## src/rtl/mem_req_arbiter.sv

```systemverilog
// Two-requester round-robin arbiter that runs one single-beat AXI-Lite
// transaction at a time. Define ARB_STATS_EN to add saturating grant/error counters.
module mem_req_arbiter #(
    parameter int unsigned ADDR_WDTH = 4,
    parameter int unsigned DATA_WDTH = 32,
    parameter int unsigned RESP_WDTH = 1
`ifdef ARB_STATS_EN
    ,
    localparam int unsigned CNT_WDTH = 16
`endif
) (
    input  logic                   clk,
    input  logic                   rst_n,
    input  logic [1:0]             req_valid,
    output logic [1:0]             req_ready,
    input  logic [1:0]             req_write,
    input  logic [2*ADDR_WDTH-1:0] req_addr,
    input  logic [2*DATA_WDTH-1:0] req_wdata,
    output logic [1:0]             rsp_valid,
    output logic [DATA_WDTH-1:0]   rsp_data,
    output logic [RESP_WDTH-1:0]   rsp_resp,
    output logic                   ar_valid,
    input  logic                   ar_ready,
    output logic [ADDR_WDTH-1:0]   ar_address,
    input  logic                   r_valid,
    output logic                   r_ready,
    input  logic [DATA_WDTH-1:0]   r_data,
    input  logic [RESP_WDTH-1:0]   r_resp,
    output logic                   aw_valid,
    input  logic                   aw_ready,
    output logic [ADDR_WDTH-1:0]   aw_address,
    output logic                   w_valid,
    input  logic                   w_ready,
    output logic [DATA_WDTH-1:0]   w_data,
    input  logic                   b_valid,
    output logic                   b_ready,
    input  logic [RESP_WDTH-1:0]   b_resp,
    output logic                   busy
`ifdef ARB_STATS_EN
    ,
    output logic [CNT_WDTH-1:0]    grant_cnt0,
    output logic [CNT_WDTH-1:0]    grant_cnt1,
    output logic [CNT_WDTH-1:0]    err_cnt
`endif
);

    typedef enum logic [2:0] {
        IDLE     = 3'd0,
        ISSUE_AR = 3'd1,
        WAIT_R   = 3'd2,
        ISSUE_AW = 3'd3,
        ISSUE_W  = 3'd4,
        WAIT_B   = 3'd5,
        RESPOND  = 3'd6
    } state_e;

    state_e                 state_q;
    logic                   last_grant_q;
    logic                   gnt_q;
    logic [ADDR_WDTH-1:0]   cmd_addr_q;
    logic [DATA_WDTH-1:0]   cmd_wdata_q;
    logic                   ar_valid_q;
    logic                   r_ready_q;
    logic                   aw_valid_q;
    logic                   w_valid_q;
    logic                   b_ready_q;
    logic                   busy_q;
    logic [1:0]             rsp_valid_q;
    logic [DATA_WDTH-1:0]   rsp_data_q;
    logic [RESP_WDTH-1:0]   rsp_resp_q;

    logic                   accept_c;
    logic                   gnt_c;
    logic                   sel_write_c;
    logic [ADDR_WDTH-1:0]   sel_addr_c;
    logic [DATA_WDTH-1:0]   sel_wdata_c;

    // Ties go to the requester that was not served last.
    always_comb begin
        accept_c    = (state_q == IDLE) && (req_valid != 2'b00);
        gnt_c       = (req_valid == 2'b11) ? ~last_grant_q : req_valid[1];
        sel_write_c = req_write[gnt_c];
        sel_addr_c  = gnt_c ? req_addr[2*ADDR_WDTH-1:ADDR_WDTH] : req_addr[ADDR_WDTH-1:0];
        sel_wdata_c = gnt_c ? req_wdata[2*DATA_WDTH-1:DATA_WDTH] : req_wdata[DATA_WDTH-1:0];
        req_ready   = accept_c ? {gnt_c, ~gnt_c} : 2'b00;
    end

    always_ff @(posedge clk or negedge rst_n) begin
        if (!rst_n) begin
            state_q      <= IDLE;
            last_grant_q <= 1'b1;
            gnt_q        <= 1'b0;
            cmd_addr_q   <= '0;
            cmd_wdata_q  <= '0;
            ar_valid_q   <= 1'b0;
            r_ready_q    <= 1'b0;
            aw_valid_q   <= 1'b0;
            w_valid_q    <= 1'b0;
            b_ready_q    <= 1'b0;
            busy_q       <= 1'b0;
            rsp_valid_q  <= 2'b00;
            rsp_data_q   <= '0;
            rsp_resp_q   <= '0;
        end else begin
            rsp_valid_q <= 2'b00;
            case (state_q)
                IDLE: begin
                    if (accept_c) begin
                        cmd_addr_q   <= sel_addr_c;
                        cmd_wdata_q  <= sel_wdata_c;
                        gnt_q        <= gnt_c;
                        last_grant_q <= gnt_c;
                        busy_q       <= 1'b1;
                        if (sel_write_c) begin
                            aw_valid_q <= 1'b1;
                            state_q    <= ISSUE_AW;
                        end else begin
                            ar_valid_q <= 1'b1;
                            state_q    <= ISSUE_AR;
                        end
                    end
                end
                ISSUE_AR: begin
                    if (ar_ready) begin
                        ar_valid_q <= 1'b0;
                        r_ready_q  <= 1'b1;
                        state_q    <= WAIT_R;
                    end
                end
                WAIT_R: begin
                    if (r_valid) begin
                        r_ready_q   <= 1'b0;
                        rsp_data_q  <= r_data;
                        rsp_resp_q  <= r_resp;
                        rsp_valid_q <= {gnt_q, ~gnt_q};
                        state_q     <= RESPOND;
                    end
                end
                // Write address is always handed over before the data beat.
                ISSUE_AW: begin
                    if (aw_ready) begin
                        aw_valid_q <= 1'b0;
                        w_valid_q  <= 1'b1;
                        state_q    <= ISSUE_W;
                    end
                end
                ISSUE_W: begin
                    if (w_ready) begin
                        w_valid_q <= 1'b0;
                        b_ready_q <= 1'b1;
                        state_q   <= WAIT_B;
                    end
                end
                WAIT_B: begin
                    if (b_valid) begin
                        b_ready_q   <= 1'b0;
                        rsp_data_q  <= '0;
                        rsp_resp_q  <= b_resp;
                        rsp_valid_q <= {gnt_q, ~gnt_q};
                        state_q     <= RESPOND;
                    end
                end
                RESPOND: begin
                    busy_q  <= 1'b0;
                    state_q <= IDLE;
                end
                default: begin
                    ar_valid_q <= 1'b0;
                    r_ready_q  <= 1'b0;
                    aw_valid_q <= 1'b0;
                    w_valid_q  <= 1'b0;
                    b_ready_q  <= 1'b0;
                    busy_q     <= 1'b0;
                    state_q    <= IDLE;
                end
            endcase
        end
    end

    assign ar_valid   = ar_valid_q;
    assign ar_address = cmd_addr_q;
    assign r_ready    = r_ready_q;
    assign aw_valid   = aw_valid_q;
    assign aw_address = cmd_addr_q;
    assign w_valid    = w_valid_q;
    assign w_data     = cmd_wdata_q;
    assign b_ready    = b_ready_q;
    assign busy       = busy_q;
    assign rsp_valid  = rsp_valid_q;
    assign rsp_data   = rsp_data_q;
    assign rsp_resp   = rsp_resp_q;

`ifdef ARB_STATS_EN
    // Errors are counted in the cycle the response is presented.
    always_ff @(posedge clk or negedge rst_n) begin
        if (!rst_n) begin
            grant_cnt0 <= '0;
            grant_cnt1 <= '0;
            err_cnt    <= '0;
        end else begin
            if (accept_c && !gnt_c && (grant_cnt0 != '1)) begin
                grant_cnt0 <= grant_cnt0 + CNT_WDTH'(1);
            end
            if (accept_c && gnt_c && (grant_cnt1 != '1)) begin
                grant_cnt1 <= grant_cnt1 + CNT_WDTH'(1);
            end
            if ((state_q == RESPOND) && (rsp_resp_q == '0) && (err_cnt != '1)) begin
                err_cnt <= err_cnt + CNT_WDTH'(1);
            end
        end
    end
`endif

endmodule

```

## config.mk

```make
export PLATFORM = sky130hd
export DESIGN_NAME = mem_req_arbiter
export DESIGN_NICKNAME = d
export VERILOG_FILES = /design/src/rtl/mem_req_arbiter.sv
export SDC_FILE = /design/constraint.sdc
export NUM_CORES = 1
export LEC_CHECK = 0
export CORE_UTILIZATION = 42
export CTS_BUF_LIST = sky130_fd_sc_hd__clkbuf_16
export CTS_CLUSTER_SIZE = 16
export DETAILED_ROUTE_END_ITERATION = 6
export GPL_ROUTABILITY_DRIVEN = 0
export MAX_ROUTING_LAYER = met4
export PLACE_DENSITY_LB_ADDON = 0.3
export SETUP_SLACK_MARGIN = 0.3
export SLEW_MARGIN = 40
export SYNTH_ARGS = -nofsm -noshare
export SYNTH_HDL_FRONTEND = slang
export SYNTH_SLANG_ARGS = --single-unit
```

## constraint.sdc

```tcl
create_clock -name clk -period 2.9 [get_ports clk]
set_input_delay 0.58 -clock clk [delete_from_list [all_inputs] [get_ports clk]]
set_output_delay 0.58 -clock clk [all_outputs]
set_load 0.1 [all_outputs]
```

==> flow_metrics.env <==
export IMPL_synth_fp_nets=472
export IMPL_yosysWarnings=0
export IMPL_drt_total_wl_um=10600
export IMPL_vias=3389
export IMPL_drc=0
export IMPL_drtAntennaViolNets=0
export IMPL_final_hold_viol_count=0
export IMPL_grt_pass1_vias=3267
export IMPL_arrival_ns=1.91
export IMPL_ys_top_cells_by_count="dfrtp_1 (81), nand2_1 (72), inv_1 (40)"
export IMPL_top_layer="met4"
export IMPL_ios=200
export IMPL_tns_ns=0
export IMPL_cts_buffers=9
export IMPL_route_met3_wl_um=899
export IMPL_antenna_found_initial=0
export IMPL_status="finished clean"
export IMPL_drive_gt1_share_pct=21.15
export IMPL_regToRegStartpoint="state_q[1]"
export IMPL_synthesis_area_mm2=0.003611
export IMPL_dp_hpwl_um=7624
export IMPL_cts_sinks=82
export IMPL_initial_core_util_pct=43.73
export IMPL_die_width_um=94.72
export IMPL_cts_buffer_depth=2
export IMPL_path_clk_slew_ns=0.06
export IMPL_wl_per_cell_um=16.46
export IMPL_cts_tree="done"
export IMPL_nNetsFinal=655
export IMPL_coreArea_mm2=0.008258
export IMPL_synth_top_area_cell="dfrtp_1"
export IMPL_fp_row_count=33
export IMPL_ys_async_sr_fraction_pct=100.0
export IMPL_ys_types=43
export IMPL_ys_seq_area_share_pct=56.86
export IMPL_rsz0062_at_grt="false"
export IMPL_crit_fanout=5
export IMPL_synth_cells=352
export IMPL_yosys_area_top_type_share_pct=56.13
export IMPL_synthToLayoutAreaGrowth_pct=59.94
export IMPL_worst_slew_pin_slew_ns=0.7368
export IMPL_met1_length_um=4084
export IMPL_synth_area_per_cell_um2=10.26
export IMPL_grt_max_degree=83
export IMPL_ys_ff_latch=82
export IMPL_synth_edff_count=0
export IMPL_critPathKind="input port to primary output"
export IMPL_synth_most_common_cell="dfrtp_1"
export IMPL_cts_hold_buf=0
export IMPL_cp_startpoint="req_valid[1]"
export IMPL_antenna_cells=0
export IMPL_min_path_type="input port to async pin"
export IMPL_die_area_mm2=0.008972
export IMPL_finalCritPeriodShare_pct=85.95
export IMPL_setup_viol=0
export IMPL_synth_flop_cell="dfrtp_1"
export IMPL_clockRootBuffer="clkbuf_16"
export IMPL_die_y_um=94.72
export IMPL_dr_first_iter_drc_count=276
export IMPL_relSlewSlack_pct=50.88
export IMPL_htreeDepth=3
export IMPL_endpoint_kind="primary output"
export IMPL_grt_ovfl_total=0
export IMPL_io_buffer_count=199
export IMPL_fmax_ghz=0.4012
export IMPL_synth_area_leaders="dfrtp_1 (56%), a222oi_1 (10%), nand2_1 (7.5%)"
export IMPL_slew_viol_final=0
export IMPL_cp_start_kind="input port"
export IMPL_first_pass_iters=5
export IMPL_period_needed_ns=2.493
export IMPL_max_cap_violations=0
export IMPL_cp_data_required_time_ns=2.32
export IMPL_grt_usage_pct=23.66
export IMPL_clock_latency_ns=0.32
export IMPL_grt_pass1_wl_um=15730
export IMPL_post_drt_via_cell_ratio=5.262
export IMPL_skew_ns=0.005089
export IMPL_met2_length_um=5454
export IMPL_fillers=620
## registers in the layout (all words and copies together) (netlist names)
| signal | flops |
|---|---|
| ar_address | 4 |
| ar_valid | 1 |
| aw_valid | 1 |
| b_ready | 1 |
| busy | 1 |
| gnt_q | 1 |
| last_grant_q | 1 |
| r_ready | 1 |
| rsp_data | 32 |
| rsp_resp | 1 |
| rsp_valid | 2 |
| state_q | 3 |
| w_data | 32 |
| w_valid | 1 |
## cells by family (layout without fill, tap and decap cells)
family / after synthesis / after routing / synth area share, %
fa+ha+maj: 3 / 3 / 1.040
simple gates: 97 / 97 / 12.47
compound gates: 93 / 93 / 19.27
flops: 82 / 82 / 56.86
buf+inv: 73 / 260 / 9.078
mux: 4 / 4 / 1.282
## final cells by class
type                    instances  area (um^2)  share of cell area (%)
clock buffers                   9        225.2                   3.899
well taps                     105        131.4                   2.275
repair buffers                205         1856                   32.13
multi-input cells             197         1254                   21.71
clock inverters                 6        106.4                   1.841
inverters                      40        150.1                   2.600
flip-flops and latches         82         2053                   35.55
## metal layers
metal	up-vias	GRT usage (%)
li1	1607	-
met2	154	41.01
met4	0	7.449
met1	1616	27.08
met3	12	5.395
met5	-	-
## final timing paths
| kind | endpoint | slack, ns | cells past startpoint |
|---|---|---|---|
| worst max-delay path | req_ready[1] | 0.41 | 4 |
| max in group asynchronous | rsp_resp | 2.11 | 1 |
| worst min-delay path | w_data[25] | 0.29 | 1 |
| worst min register to register | rsp_valid[0] | 0.46 | 1 |
| worst max register to register | state_q[0] | 0.69 | 4 |
| min in group clk | rsp_valid[0] | 0.46 | 1 |
## cell usage in the layout (no fill, tap or decap), types with 2 or more instances in the layout
master,Yosys,layout
a21o_1,3,3
nor3b_1,2,2
nor4b_1,6,6
nor2_1,3,3
nand2b_1,2,2
nor3_1,2,2
dfrtp_1,81,81
clkbuf_16,0,9
mux2i_1,2,2
clkdlybuf4s50_1,0,115
nand2_1,72,72
o21ai_0,36,36
bufinv_16,0,3
ha_1,3,3
nor2b_1,3,3
buf_12,0,2
inv_1,40,40
buf_4,6,87
a222oi_1,36,36
a21oi_1,4,4
## repair_timing
item / 4_1_cts / 5_1_grt
setup buffers: 0 / 0
gates resized for setup: 0 / 2
setup endpoints to repair: 0 / 1
endpoints found under the hold margin: 0 / 0
## metrics by stage
step | hold WS, ns | setup WS, ns | instances | utilization [%] | instance area [um^2]
floorplan | 0.2844 | 0.3359 | 352 | - | 3611
global placement | 0.4590 | 0.4019 | 629 | 65.65 | 5421
detailed placement | 0.4609 | 0.3937 | 629 | 65.83 | 5436
CTS | 0.3325 | 0.3358 | 644 | 69.85 | 5768
global route | 0.3577 | 0.3211 | 644 | 69.94 | 5776
finish | 0.2943 | 0.4073 | 644 | 69.94 | 5776
## critical path: stages
cell and delay (ns):
clkdlybuf4s50_1 0.56, a21boi_0 0.26, and2_1 0.30, buf_12 0.21
Power is left out: the tool's default activity adds up to more than one toggle a clock period on the data nets, which glitch-free logic cannot reach.
